## config.mk

```make
export PLATFORM = sky130hd
export DESIGN_NAME = uart_reg_bridge
export DESIGN_NICKNAME = d
export VERILOG_FILES = /design/src/rtl/uart_reg_bridge.sv
export SDC_FILE = /design/constraint.sdc
export NUM_CORES = 1
export LEC_CHECK = 0
export ABC_AREA = 1
export CAP_MARGIN = 10
export CORE_MARGIN = 8
export CORE_UTILIZATION = 46
export DETAILED_ROUTE_END_ITERATION = 12
export MAX_ROUTING_LAYER = met4
export PLACE_DENSITY = 0.76
export SLEW_MARGIN = 0
export SYNTH_ARGS = -nofsm -noshare
export SYNTH_HDL_FRONTEND = slang
export SYNTH_SLANG_ARGS = --single-unit
```

## constraint.sdc

```tcl
create_clock -name clk -period 1.6 [get_ports clk]
set_clock_uncertainty 0.2 [all_clocks]
set_input_delay 0.48 -clock clk [delete_from_list [all_inputs] [get_ports clk]]
set_output_delay 0.48 -clock clk [all_outputs]
set_load 0.05 [all_outputs]
```

## src/rtl/uart_reg_bridge.sv

```systemverilog
// Byte-command register bridge on the host side of a UART FIFO pair.
// Decodes write (0x57 addr data -> ACK 0x06) and read (0x52 addr -> value)
// commands, drives a simple register port, and pushes one response byte.
// Ports:
//   clk, reset          : clock, synchronous active-high reset
//   rx_empty, r_data    : RX FIFO status and show-ahead head byte
//   rd_uart             : RX FIFO pop (combinational)
//   tx_full             : TX FIFO full
//   wr_uart, w_data     : TX FIFO push (combinational) and response byte
//   reg_wr_en/reg_rd_en : one-cycle register strobes
//   reg_addr/reg_wdata  : register address and write data
//   reg_rdata           : register read data, valid the cycle after reg_rd_en
//   busy                : command or response in progress
//   err_count           : saturating count of NAKs plus inter-byte timeouts
module uart_reg_bridge #(
  parameter int unsigned NREGS   = 16,
  parameter int unsigned TIMEOUT = 100000
) (
  input  logic       clk,
  input  logic       reset,
  input  logic       rx_empty,
  input  logic [7:0] r_data,
  output logic       rd_uart,
  input  logic       tx_full,
  output logic       wr_uart,
  output logic [7:0] w_data,
  output logic       reg_wr_en,
  output logic       reg_rd_en,
  output logic [7:0] reg_addr,
  output logic [7:0] reg_wdata,
  input  logic [7:0] reg_rdata,
  output logic       busy,
  output logic [7:0] err_count
);

  localparam int unsigned      CNT_W     = (TIMEOUT > 1) ? $clog2(TIMEOUT) : 1;
  localparam logic [CNT_W-1:0] TMO_LAST  = CNT_W'(TIMEOUT - 1);
  localparam logic [8:0]       NREGS_LIM = 9'(NREGS);
  localparam logic [7:0]       OP_WR     = 8'h57;
  localparam logic [7:0]       OP_RD     = 8'h52;
  localparam logic [7:0]       ACK       = 8'h06;
  localparam logic [7:0]       NAK       = 8'h15;

  typedef enum logic [2:0] {
    S_IDLE, S_GET_ADDR, S_GET_DATA, S_DO_WRITE, S_DO_READ, S_CAPTURE, S_SEND
  } state_t;

  state_t           state, state_next;
  logic             is_wr;
  logic [CNT_W-1:0] tmo_cnt;
  logic             in_get, pop, send_nak, send_ack, tmo_hit;
  logic             new_addr_ok, cur_addr_ok;

  // Popping is only allowed while collecting command bytes; the FIFO handshakes
  // are combinational so a byte can be consumed or pushed in the same cycle.
  assign in_get      = (state == S_GET_ADDR) || (state == S_GET_DATA);
  assign pop         = ((state == S_IDLE) || in_get) && !rx_empty;
  assign rd_uart     = pop && !reset;
  assign wr_uart     = (state == S_SEND) && !tx_full && !reset;
  assign new_addr_ok = {1'b0, r_data} < NREGS_LIM;
  assign cur_addr_ok = {1'b0, reg_addr} < NREGS_LIM;

  // State register
  always_ff @(posedge clk) begin
    if (reset) state <= S_IDLE;
    else       state <= state_next;
  end

  // Next-state and response selection
  always_comb begin
    state_next = state;
    send_nak   = 1'b0;
    send_ack   = 1'b0;
    tmo_hit    = 1'b0;
    case (state)
      S_IDLE: begin
        if (pop) begin
          if (r_data == OP_WR || r_data == OP_RD) begin
            state_next = S_GET_ADDR;
          end else begin
            state_next = S_SEND;
            send_nak   = 1'b1;
          end
        end
      end
      S_GET_ADDR: begin
        if (pop) begin
          if (is_wr) begin
            state_next = S_GET_DATA;
          end else if (new_addr_ok) begin
            state_next = S_DO_READ;
          end else begin
            state_next = S_SEND;
            send_nak   = 1'b1;
          end
        end else if (tmo_cnt == TMO_LAST) begin
          state_next = S_IDLE;
          tmo_hit    = 1'b1;
        end
      end
      S_GET_DATA: begin
        if (pop) begin
          if (cur_addr_ok) begin
            state_next = S_DO_WRITE;
          end else begin
            state_next = S_SEND;
            send_nak   = 1'b1;
          end
        end else if (tmo_cnt == TMO_LAST) begin
          state_next = S_IDLE;
          tmo_hit    = 1'b1;
        end
      end
      S_DO_WRITE: begin
        state_next = S_SEND;
        send_ack   = 1'b1;
      end
      S_DO_READ:  state_next = S_CAPTURE;
      S_CAPTURE:  state_next = S_SEND;
      S_SEND: begin
        if (!tx_full) state_next = S_IDLE;
      end
      default:    state_next = S_IDLE;
    endcase
  end

  // Registered outputs, command latches, timeout and error counters
  always_ff @(posedge clk) begin
    if (reset) begin
      reg_wr_en <= 1'b0;
      reg_rd_en <= 1'b0;
      busy      <= 1'b0;
      is_wr     <= 1'b0;
      reg_addr  <= 8'h00;
      reg_wdata <= 8'h00;
      w_data    <= 8'h00;
      tmo_cnt   <= '0;
      err_count <= 8'h00;
    end else begin
      reg_wr_en <= (state_next == S_DO_WRITE);
      reg_rd_en <= (state_next == S_DO_READ);
      busy      <= (state_next != S_IDLE);
      if (pop && state == S_IDLE)     is_wr     <= (r_data == OP_WR);
      if (pop && state == S_GET_ADDR) reg_addr  <= r_data;
      if (pop && state == S_GET_DATA) reg_wdata <= r_data;
      if (send_nak)                w_data <= NAK;
      else if (send_ack)           w_data <= ACK;
      else if (state == S_CAPTURE) w_data <= reg_rdata;
      // Counts consecutive empty cycles while a command is partially received
      if (pop || !in_get || tmo_hit) tmo_cnt <= '0;
      else                           tmo_cnt <= tmo_cnt + CNT_W'(1);
      if ((send_nak || tmo_hit) && err_count != 8'hFF)
        err_count <= err_count + 8'd1;
    end
  end

endmodule

```

* After elaboration in Yosys (flattened, before gate mapping) *
Index checks and enable logic that the tools add are counted.
Widths: inputs -> output; s select.

operators by class
  add/sub/neg operators = 2
  order comparisons = 2
  eq/ne operators = 12
  muxes and demuxes = 25
  reductions and logical operators = 27

operators with widths
  cell                   count
  $mux 3                 8
  $pmux 3 s6             1
  $add 17x1->17 const B  1
  $eq 17x17->1 const B   1
  $eq 8x7->1 const B     2
  $lt 8x5->1 const B     2
  $mux 5                 3
  $eq 3x3->1 const B     4
  $mux 1                 11
  $eq 3x2->1 const B     3
  $add 8x1->8 const B    1
  $logic_and 1x1->1      8
  $ne 8x8->1 const B     1
  $reduce_or 2->1        4
  $logic_or 1x1->1       6
  $reduce_bool 3->1      2
  $logic_not 1->1        4
  $eq 3x1->1 const B     1
  $logic_not 3->1        1
  $pmux 1 s3             1
  $reduce_or 3->1        1
  $mux 2                 1
  $reduce_bool 2->1      1

word-level totals
  flip-flop bits (word level) = 56
  input port bits = 20
  output and inout port bits = 37
  logic and storage cells = 80

* Depth between registers and ports, before layout *
Gate-level depths: netlist (run 1).

  word-level depth = 8
  gate-level depth with buffers = 12

* Worst setup path before layout (run 1) *
No wires, ideal clock.

  kind = input to output
  start point = in reset
  end point = out wr_uart
  arrival time = 2182 ps
  path slack = -1262 ps
  cell stages on the path = 2
  path buffers = 1
  path through = clkbuf_1 > nor4_1

on the way
  cells in the longest elaborated chain, start to end = 2

RTL lines
  what               line  source
  start, declared    20    input logic reset,
  $logic_not 1->1    59    assign wr_uart = (state == S_SEND) && !tx_full && !reset;
  $logic_and 1x1->1  59
  end, declared      25    output logic wr_uart,

Every way passes these cells.

* Final worst setup path (run 1) *
  start point = reg state[0]
  end point = out wr_uart

on the way
  cells in the longest elaborated chain, start to end = 3

RTL lines
  what                             line  source
  start, declared                  48    state_t state, state_next;
  start signal, assigned           66    else state <= state_next;
  $eq 3x3->1                       59
  $logic_and 1x1->1 (2 in series)  59

Every way passes these cells.

==> flow_summary.json, run 1 <==
{
  "run_status": "complete, but fails checks",
  "route.met3.wl_um": 739,
  "io_pins": 57,
  "routedLengthMet1_um": 4500,
  "power.total_mw": 6.46,
  "globalplace.congestion": 0.892,
  "grt_antenna_before_repair": 0,
  "route.final.wire_length_um": 11600,
  "totalNegativeSetupSlack_ns": -11.34,
  "failing_checks": "setup timing",
  "critical-path-slowest-cell": "dfxtp_4",
  "cp_cell_sequence": "clkinv_4, nand2_4, nor4_4, buf_12",
  "period_share_pct": 125,
  "cap_viol_max_count": 0,
  "highest-signal-layer": "met4",
  "synth_enable_flop_cells": 0,
  "htree_levels": 2,
  "timing.setup.critical_path_class": "flip-flop to output port",
  "cts_num_sinks": 56,
  "timing.critical_path.slowest_cell_delay_ns": 0.37,
  "maxSlewViolCount": 0,
  "critical_path.startpoint_type": "flip-flop",
  "unique_masters_post_synth": 35,
  "most_common_cell_in_the_synthesized_netlist": "nor2_1",
  "route.detailed.vias_per_inst": 5.69,
  "clkLatencyLatePin_ns": 0.33,
  "synthesis.area_sq_um": 2690,
  "drive_above_1_share_pct": 51.2,
  "ir_drop_mv": 0.839,
  "cts.clk_slew.worst_paths_ns": 0.10,
  "count_of_antenna_violating_nets_left_after_detailed_routing": 0,
  "syn-num-nets": 401,
  "groute.usage.overall_pct": 22.8,
  "die-width_um": 92.4,
  "worstMarginPinSlew_ns": 0.348,
  "fmax_ghz": 0.499,
  "finalWorstPathRequiredPeriod_ns": 2.01,
  "num_antenna_cells": 0,
  "synth_flop_cell": "dfxtp_1",
  "detailed_placement_hpwl_um": 6110,
  "area_contributors_post_synth": "dfxtp_1, nor2_1, nand2_1",
  "syn_area_per_cell_sq_um": 7.08,
  "yosysTopAreaCellShare_pct": 41.8,
  "grt_pass1_vias": 3259,
  "fp.coreArea_sq_um": 5780,
  "dr_total_vias": 3330,
  "cp.arrival_ns": 1.33,
  "port_buffers": 56,
  "setup_slack_ns": -0.405,
  "floorplan.die_area_sq_um": 8540,
  "power.density_nw_per_um2": 1300,
  "wl_per_cell_um": 19.8,
  "global_route.overflow_total": 0,
  "flow.area_growth_from_synthesis_pct": 85.5,
  "placement_rows": 28,
  "setup_violations": 56,
  "hold_path_class": "flip-flop to flip-flop",
  "clock-root-buffer": "clkbuf_8",
  "clock_tree.buffer_depth": 2,
  "met2RoutedLength_um": 5800,
  "drt_iter0_drc": 247,
  "timing.max_slew.rel_slack_pct": 76.6,
  "grt_setup_unrepaired": "true",
  "drt_pass1_iterations": 5,
  "cts-buffers-inserted": 5,
  "netlist.top_cell.by_area": "dfxtp_1",
  "synth_commonest_cells": "nor2_1, nand2_1, dfxtp_1",
  "static-leakage-power_nw": 2.00,
  "global_route_wire_length_before_repair_um": 15500,
  "layout.nets": 531,
  "timing.critical_path.required_ns": 0.92,
  "yosys_register_bits": 56,
  "clock_tree_from_tritoncts": "done",
  "final_util_pct": 86.2,
  "grt_start_max_net_pins": 17,
  "synthArstFlopShare_pct": 0,
  "remaining_routing_drc_violations": 0,
  "register_area_share_after_synthesis_pct": 41.8,
  "die_height_um": 92.4,
  "cts_hold_buf": 0,
  "synth.yosys.warnings": 0,
  "syn-instance-count": 379,
  "worst_setup_path_end_kind": "output port",
  "path_max_fanout": 2,
  "initial_utilization_pct": 46.5,
  "final-hold-violation-count": 0
}
[cell families (layout without fill, tap and decap cells)]
family | after synthesis | count (layout) | synth area share [%]
buf+inv | 42 | 172 | 6.20
simple gates | 211 | 212 | 36.5
xor+xnor | 11 | 11 | 3.59
compound gates | 57 | 57 | 11.0
flops | 56 | 56 | 41.8
fa+ha+maj | 2 | 2 | 0.932
[cell usage in the layout (no fill, tap or decap), drive strengths merged, types with 8 or more instances in the layout]
cell,n
nor2,88
clkdlybuf4s50,8
inv,35
dfxtp,56
buf,109
nand3,29
a21oi,31
o21ai,24
nand2,77
xor2,8
[cell type report]
class / count / area, sq um
flip-flops and latches: 56 / 1180
repair buffers: 128 / 1540
fillers: 266 / 800
well taps: 75 / 93.8
multi-input cells: 282 / 1920
clock buffers: 6 / 72.6
inverters: 36 / 155
clock inverters: 2 / 11.3
[flip-flops by register name (all words and copies together) (netlist names)]
register and count:
is_wr 1, state 3, reg_rd_en 1, err_count 8
w_data 8, tmo_cnt 17, reg_wr_en 1, busy 1
reg_addr 8, reg_wdata 8
[per-stage QoR]
step	cell area [sq um]	hold slack, ns	setup WS (ns)	instances
floorplan	2810	0.219	-0.356	379
detailed placement	4180	0.233	-0.734	556
CTS	4610	0.258	-0.363	573
global route	4980	0.257	-0.449	585
global placement	4180	0.226	-0.624	556
finish	4980	0.251	-0.405	585
[power by group]
part | internal [mW] | total, mW | switching [mW]
registers | 1.62 | 1.89 | 0.270
logic | 1.59 | 3.77 | 2.18
clock network | 0.305 | 0.793 | 0.487
total | 3.53 | 6.46 | 2.93
[path summary, 6_finish.rpt]
| kind | slack (ns) | cells after the start | endpoint | start |
|---|---|---|---|---|
| max | -0.41 | 4 | wr_uart | state[0]$_SDFF_PP0_ |
| max reg2reg | -0.38 | 11 | reg_wr_en$_SDFF_PP0_ | state[0]$_SDFF_PP0_ |
| min | 0.25 | 1 | tmo_cnt[0]$_SDFF_PP0_ | tmo_cnt[0]$_SDFF_PP0_ |
| min reg2reg | 0.25 | 1 | tmo_cnt[0]$_SDFF_PP0_ | tmo_cnt[0]$_SDFF_PP0_ |
[critical path, delay by kind of cell (launching register included)]
family                 cells  cell delay [ns]
DFF                        1             0.37
and+or+nand+nor            2             0.40
buffers and inverters      2             0.23
[timing repair]
| item | CTS | global route |
|---|---|---|
| setup buffers | 7 | 11 |
| gates cloned | 3 | 1 |
| pin swaps | 27 | 21 |
| setup endpoints to repair | 59 | 61 |
| resized for setup | 105 | 75 |
| endpoints found under the hold margin | 0 | 0 |
[layer usage]
metal | vias up | global-route usage, %
met5 | - | -
met4 | 0 | 11.3
met3 | 57 | 5.66
met2 | 168 | 38.9
met1 | 1623 | 24.2
li1 | 1482 | -
Note: power is estimated with default switching activity, not from simulation.
==> inputs of run 2 (changes only) <==
SETUP_SLACK_MARGIN = 0.02   (was not set)
==> flow_summary.json, run 2 (same netlist as run 1, synthesis figures left out) <==
{
  "fmax_ghz": 0.503,
  "maxSlewViolCount": 0,
  "port_buffers": 56,
  "power.total_mw": 6.75,
  "timing.critical_path.max_delay_family": "flip-flops",
  "cts-buffers-inserted": 5,
  "finish.cell_count_without_fillers": 592,
  "drt_pass1_iterations": 7,
  "grt_setup_unrepaired": "true",
  "finalWorstPathRequiredPeriod_ns": 1.99,
  "final_common_cell": "buf_4",
  "worstMarginPinSlew_ns": 0.374,
  "most-common-layout-cells": "buf_4, nor2_1, nand2_1, buf_12, dfxtp_1",
  "cts.clk_slew.worst_paths_ns": 0.11,
  "placement_rows": 28,
  "failing_checks": "setup timing",
  "clock-root-buffer": "clkbuf_8",
  "crit_buf_inv": 2,
  "final_util_pct": 90.1,
  "timing.setup.critical_path_class": "flip-flop to output port",
  "die_height_um": 92.4,
  "globalplace.congestion": 0.900,
  "detailed_placement_hpwl_um": 5840,
  "cap_viol_max_count": 0,
  "groute.usage.overall_pct": 24.5,
  "path_max_fanout": 4,
  "global_route_wire_length_before_repair_um": 16500,
  "ir_drop_mv": 0.919,
  "grt_start_max_net_pins": 18,
  "dpl.cell_count": 553,
  "global_route.overflow_total": 0,
  "clock_tree_from_tritoncts": "done",
  "cp_cell_sequence": "inv_4, nand2_2, nor4_4, buf_12",
  "totalNegativeSetupSlack_ns": -11.09,
  "num-fill-cells": 219,
  "remaining_routing_drc_violations": 0,
  "layout.nets": 539,
  "clock_tree.buffer_depth": 2,
  "htree_levels": 2,
  "multiInputGateArea_sq_um": 2000,
  "final-seq-area_sq_um": 1180,
  "io_pins": 57,
  "timing.critical_path.slowest_cell_delay_ns": 0.39,
  "timing.max_slew.rel_slack_pct": 75.0,
  "num_antenna_cells": 0,
  "floorplan.die_area_sq_um": 8540,
  "grt_antenna_before_repair": 0,
  "count_of_antenna_violating_nets_left_after_detailed_routing": 0,
  "route.final.wire_length_um": 13900,
  "dr_total_vias": 3599,
  "run_status": "complete, but fails checks",
  "setup_violations": 50,
  "clkLatencyLatePin_ns": 0.32,
  "hold_path_class": "flip-flop to flip-flop",
  "die-width_um": 92.4,
  "timing.critical_path.required_ns": 0.92,
  "period_share_pct": 124,
  "wl_per_cell_um": 23.4,
  "final-hold-violation-count": 0,
  "number_of_flip_flops_in_the_largest_register": 17,
  "power.density_nw_per_um2": 1300,
  "grt_pass1_vias": 3265,
  "cp.arrival_ns": 1.31,
  "drive_above_1_share_pct": 55.9,
  "fp.coreArea_sq_um": 5780,
  "setup_slack_ns": -0.386,
  "largest_register_by_flop_count": "tmo_cnt",
  "static-leakage-power_nw": 2.09,
  "critical_path.startpoint_type": "flip-flop",
  "drt_iter0_drc": 391,
  "initial_utilization_pct": 46.5,
  "worst_setup_path_end_kind": "output port",
  "cts_num_sinks": 56,
  "critical-path-slowest-cell": "dfxtp_4",
  "route.detailed.vias_per_inst": 6.08,
  "flow.area_growth_from_synthesis_pct": 94.0
}
-- run 2: cell count changes in the layout (fill, tap and decap cells not counted), moves of 3 or more --
cell	delta
o21ai_0	-6
dfxtp_1	-4
o21ai_2	+7
buf_6	+3
a21oi_2	-3
nand2_1	-6
nand2_2	+8
dfxtp_2	+4
nor2_4	+4
nor2_1	-4
-- run 2: what timing repair did --
action / in CTS / in global routing
setup buffers: 14 / 18
resized for setup: 104 / 102
pin swaps: 30 / 35
endpoints found under the setup margin: 61 / 63
cloned: 4 / 0
hold buffers: 0 / 0
-- run 2: final cells by class --
| class | instances | area share (%) |
|---|---|---|
| Clock inverter | 1 | 0.577 |
| Timing Repair Buffer | 136 | 32.0 |
| Tap cell | 75 | 1.80 |
| Clock buffer | 6 | 1.39 |
| Multi-Input combinational cell | 282 | 38.4 |
| Inverter | 36 | 3.07 |
| Sequential cell | 56 | 22.7 |
-- run 2: tightest hold or removal path, stage by stage, from the launching register on --
cell     delay, ns
dfxtp_4       0.39
nand2_4       0.06
a21oi_2       0.04
-- run 2: power breakdown --
| group | switching, mW | leakage [nW] | total [mW] | internal [mW] |
|---|---|---|---|---|
| clock | 0.469 | 0.0513 | 0.929 | 0.460 |
| combinational | 2.25 | 1.57 | 3.89 | 1.64 |
| sequential | 0.306 | 0.470 | 1.93 | 1.62 |
| total | 3.03 | 2.09 | 6.75 | 3.72 |
-- run 2: metrics by stage --
step / hold WS (ns) / worst slack [ns] / cell area [sq um]
2_1_floorplan: 0.219 / -0.356 / 2850
3_3_place_gp: 0.230 / -0.652 / 4190
3_5_place_dp: 0.236 / -0.729 / 4190
4_1_cts: 0.307 / -0.356 / 4750
5_1_grt: 0.323 / -0.420 / 5210
6_report: 0.320 / -0.386 / 5210
-- run 2: path summary, 6_finish.rpt --
| check | start | to | slack, ns | depth (start not counted) |
|---|---|---|---|---|
| worst max-delay path | state[0]$_SDFF_PP0_ | wr_uart | -0.39 | 4 |
| worst min-delay path | err_count[4]$_SDFFE_PP0P_ | err_count[4]$_SDFFE_PP0P_ | 0.32 | 2 |
| worst max register to register | state[1]$_SDFF_PP0_ | w_data[0]$_SDFFE_PP0P_ | -0.36 | 11 |
| worst min register to register | err_count[4]$_SDFFE_PP0P_ | err_count[4]$_SDFFE_PP0P_ | 0.32 | 2 |
-- run 2: layer usage --
metal / part of all wire, % / global-route usage (%) / vias to the layer above
met3: 9.7 / 5.58 / 90
met2: 48 / 42.7 / 309
met4: 5.8 / 8.86 / 0
li1: - / - / 1505
met5: 0 / - / -
met1: 36 / 26.7 / 1695
